==> src/rtl/fifo_ctrl.sv <==
// Pointer, flag and registered-output handshake controller for the fifo_data array.
// Array holds DEPTH entries; the prefetched output stage adds one more.
module fifo_ctrl #(
  parameter int unsigned WIDTH      = 16,
  parameter int unsigned DEPTH_BITS = 3,
  parameter int unsigned AF_LEVEL   = (1 << DEPTH_BITS) - 2
) (
  input  logic                  clk,
  input  logic                  rst,
  input  logic                  push,
  input  logic                  flush,
  output logic                  full,
  output logic                  almost_full,
  output logic                  empty,
  output logic [DEPTH_BITS:0]   mem_count,
  output logic                  ovf_err,
  output logic                  mem_wr,
  output logic [DEPTH_BITS-1:0] mem_wptr,
  output logic [DEPTH_BITS-1:0] mem_rptr,
  input  logic [WIDTH-1:0]      mem_dout,
  output logic                  out_valid,
  input  logic                  out_ready,
  output logic [WIDTH-1:0]      out_data
);

  localparam int unsigned DEPTH = 1 << DEPTH_BITS;
  localparam logic [DEPTH_BITS:0] DEPTH_C = (DEPTH_BITS+1)'(DEPTH);
  localparam logic [DEPTH_BITS:0] AF_C    = (DEPTH_BITS+1)'(AF_LEVEL);

  typedef enum logic {
    OUT_EMPTY = 1'b0,
    OUT_FULL  = 1'b1
  } out_state_e;

  out_state_e          state_q, state_d;
  logic [DEPTH_BITS:0] wp_q, wp_d;
  logic [DEPTH_BITS:0] rp_q, rp_d;
  logic [WIDTH-1:0]    data_q, data_d;
  logic                ovf_q, ovf_d;
  logic [DEPTH_BITS:0] count;
  logic                load;

  // Flags decode from registered pointers only; no path from push/out_ready.
  assign count       = wp_q - rp_q;
  assign full        = (count == DEPTH_C);
  assign almost_full = (count >= AF_C);
  assign empty       = (count == '0) && (state_q == OUT_EMPTY);
  assign mem_count   = count;
  assign mem_wptr    = wp_q[DEPTH_BITS-1:0];
  assign mem_rptr    = rp_q[DEPTH_BITS-1:0];
  assign mem_wr      = push & ~full & ~flush & ~rst;
  assign out_valid   = (state_q == OUT_FULL);
  assign out_data    = data_q;
  assign ovf_err     = ovf_q;
  assign load        = (count != '0) && ((state_q == OUT_EMPTY) || out_ready);

  always_comb begin
    wp_d    = wp_q;
    rp_d    = rp_q;
    state_d = state_q;
    data_d  = data_q;
    ovf_d   = ovf_q;
    if (flush) begin
      // out_data is deliberately left holding its last value
      wp_d    = '0;
      rp_d    = '0;
      state_d = OUT_EMPTY;
    end else begin
      if (mem_wr) wp_d = wp_q + 1'b1;
      if (push && full) ovf_d = 1'b1;
      if (load) begin
        rp_d    = rp_q + 1'b1;
        data_d  = mem_dout;
        state_d = OUT_FULL;
      end else if (out_ready) begin
        state_d = OUT_EMPTY;
      end
    end
  end

  always_ff @(posedge clk) begin
    if (rst) begin
      wp_q    <= '0;
      rp_q    <= '0;
      state_q <= OUT_EMPTY;
      data_q  <= '0;
      ovf_q   <= 1'b0;
    end else begin
      wp_q    <= wp_d;
      rp_q    <= rp_d;
      state_q <= state_d;
      data_q  <= data_d;
      ovf_q   <= ovf_d;
    end
  end

endmodule

==> config.mk <==
export PLATFORM = sky130hd
export DESIGN_NAME = fifo_ctrl
export DESIGN_NICKNAME = d
export VERILOG_FILES = /design/src/rtl/fifo_ctrl.sv
export SDC_FILE = /design/constraint.sdc
export NUM_CORES = 1
export LEC_CHECK = 0
export ABC_AREA = 1
export BUFFER_PORTS_ARGS = -buffer_cell sky130_fd_sc_hd__buf_4
export CAP_MARGIN = 40
export CORE_ASPECT_RATIO = 0.9
export CORE_MARGIN = 5
export CORE_UTILIZATION = 50
export DETAILED_ROUTE_END_ITERATION = 8
export HOLD_SLACK_MARGIN = 0.06
export PLACE_DENSITY_LB_ADDON = 0.3
export SLEW_MARGIN = 20
export SYNTH_ARGS = -nofsm -noshare
export SYNTH_HDL_FRONTEND = slang
export SYNTH_SLANG_ARGS = --single-unit
==> constraint.sdc <==
create_clock -name clk -period 2.4 [get_ports clk]
set_clock_uncertainty 0.1 [all_clocks]
set_input_delay 0.12 -clock clk [delete_from_list [all_inputs] [get_ports clk]]
set_output_delay 0.12 -clock clk [all_outputs]
set_load 0.03 [all_outputs]
==> results.sh <==
export IMPL_io_buffers=52
export IMPL_pwr_density_cell_mw_per_mm2=1450
export IMPL_wl_mm=4.07
export IMPL_initial_utilization_pct=52.3
export IMPL_synth_warnings=0
export IMPL_final_nets=344
export IMPL_fmax_mhz=422
export IMPL_dp_final_hpwl_mm=2.53
export IMPL_grt_max_degree=21
export IMPL_fillers=219
export IMPL_use_met3_pct=3.50
export IMPL_wl_per_cell_um=11.4
export IMPL_postRouteAntennaNets=0
export IMPL_hold_viol=0
export IMPL_cap_violations=0
export IMPL_final_common_cell="inv_1"
export IMPL_synthCells=245
export IMPL_antenna_found_initial=0
export IMPL_tightest_slew_ns=0.633
export IMPL_numCtsBuffers=3
export IMPL_worstSkewPairLatency_ns=0.33
export IMPL_gp_congestion=0.781
export IMPL_setup_viol=0
export IMPL_clockRootBuffer="clkbuf_4"
export IMPL_critPathArrivalTime_ns=2.15
export IMPL_slew_violations=0
export IMPL_fin_area_mm2=0.00232
export IMPL_placed_area_mm2=0.00196
export IMPL_top_usage_layer="met2"
export IMPL_fp_dieW_um=69.7
export IMPL_gr_total_overflow=0
export IMPL_ys_ff_latch=26
export IMPL_timing_final_crit_share_pct=98.8
export IMPL_cts_tree="yes"
export IMPL_die_area_mm2=0.00444
export IMPL_num_rows=19
export IMPL_cts_sinks=26
export IMPL_htreeDepth=1
export IMPL_drt_iter0_drc=70
export IMPL_remaining_drc_errors=0
export IMPL_diodes=0
export IMPL_outcome="complete, no violations"
export IMPL_cellLeakagePower_nw=1.29
export IMPL_crit_required_ns=2.18
export IMPL_synth_cell_types=22
export IMPL_setup_tns_ns=0
export IMPL_ir_worst_vdd_mv=1.26
export IMPL_cp_end_kind="output pin"
export IMPL_viasPerCell=4.57
export IMPL_start_kind="flop"
export IMPL_hold_path_class="primary input to flop"
export IMPL_clk_path_buf_depth=2
export IMPL_grt_usage_pct=17.6
export IMPL_die_h_um=63.7
export IMPL_pin_count=53
export IMPL_grt_util_met2_pct=30.2
export IMPL_grt_pass1_vias=1466
export IMPL_syn2layout_area_growth_pct=44.8
export IMPL_clk_pin_slew_ns=0.15
export IMPL_firstDrtPassIters=5
export IMPL_fin_crit_ns=2.37
export IMPL_drive_gt1_share_pct=29.1
export IMPL_crit_type="flop to output pin"
export IMPL_most_common_layout_cells="66 x inv_1, 57 x buf_4, 45 x nand2_1"
export IMPL_slew_headroom_pct=57.7
export IMPL_core_mm2=0.00307
export IMPL_num_vias=1635
export IMPL_rsz0062_at_grt="true"
export IMPL_yosysSeqAreaShare_pct=32.5
export IMPL_critical_path_peak_fanout=5
export IMPL_syn_area_mm2=0.00160
export IMPL_syn_area_per_cell_um2=6.54
export IMPL_grt_pass1_wl_mm=6.47
export IMPL_syn_nets=272
export IMPL_use_met1_pct=21.8
==> final timing paths <==
check | startpoint | depth (start not counted) | end | slack, ns
max | wp_q[0] | 9 | mem_wr | 0.03
min | flush | 4 | rp_q[2] | 0.11
max reg2reg | wp_q[0] | 11 | out_data[9] | 0.13
min reg2reg | ovf_err | 2 | ovf_err | 0.37
==> what timing repair did <==
action                                  4_1_cts  5_1_grt
pin swaps                                     2        4
endpoints found under the setup margin        3       17
resized for setup                             5       11
setup buffers                                 2        5
hold buffers                                 20        0
hold endpoints to repair                     21        0
==> metal layers <==
metal  vias to the layer above  share of wire, %
li1                        854                 -
met1                       718                44
met2                        55                48
met3                         8               5.7
met4                         0               2.1
met5                         -                 0
==> state kept, by name, summed over array words and instances, names as in the netlist <==
name / cells
rp_q: 4
wp_q: 4
out_valid: 1
out_data: 16
ovf_err: 1
==> final cells by class <==
| cell class | instances | area [um2] | share of cell area, % |
|---|---|---|---|
| clock inverters | 1 | 30.0 | 1.29 |
| inverters | 72 | 273 | 11.8 |
| clock buffers | 3 | 22.5 | 0.970 |
| multi-input cells | 134 | 756 | 32.6 |
| flip-flops and latches | 26 | 526 | 22.6 |
| well taps | 42 | 52.6 | 2.26 |
| repair buffers | 80 | 662 | 28.5 |
==> power breakdown <==
part           switching [mW]  internal (mW)
Sequential              0.108          0.592
Clock                   0.141          0.169
Combinational            1.47          0.879
Total                    1.72           1.64
==> cells in the mapped netlist <==
| library cell | count | share of area [%] |
|---|---|---|
| nor2_1 | 26 | 6.1 |
| nand3_2 | 1 | 0.62 |
| fa_1 | 1 | 1.2 |
| inv_2 | 2 | 0.47 |
| or2_4 | 1 | 0.55 |
| nor2_2 | 2 | 0.78 |
| dfxtp_1 | 26 | 32 |
| buf_6 | 2 | 1.4 |
| xor2_1 | 4 | 2.2 |
| clkinv_1 | 2 | 0.47 |
| nand3_1 | 9 | 2.8 |
| a21oi_1 | 5 | 1.6 |
| ha_1 | 5 | 3.9 |
| nand2_2 | 12 | 4.7 |
| clkbuf_1 | 1 | 0.23 |
| nand3_4 | 2 | 2.2 |
| nand4_1 | 16 | 6.2 |
| nand2_1 | 47 | 11 |
| inv_1 | 68 | 16 |
| buf_2 | 3 | 0.94 |
| o21ai_0 | 3 | 0.94 |
| buf_4 | 7 | 3.3 |
==> stage by stage <==
step	power [mW]	setup slack [ns]	hold slack (ns)	util, %	std cells
2_1_floorplan	2.32	0.0861	0.201	-	245
3_3_place_gp	2.79	0.182	0.341	64.0	327
3_5_place_dp	2.81	0.134	0.341	64.0	327
4_1_cts	3.27	0.0168	0.112	73.4	353
5_1_grt	3.62	-0.0489	0.141	75.7	358
6_report	3.36	0.0299	0.109	75.7	358
==> critical path, stage by stage, from the launching register on <==
cell	delay, ns
dfxtp_4	0.41
inv_4	0.04
ha_4	0.16
fa_1	0.58
nand2_2	0.09
nor2_4	0.17
nand3_4	0.13
nand2_4	0.10
inv_2	0.04
buf_6	0.12
==> logic make-up after synthesis <==
kind of cell	synth area share, %
xor+xnor	2.19
simple gates	35.0
fa+ha+maj	5.15
compound gates	2.50
flops	32.5
buf+inv	22.7
(Power assumes the default switching activity.)
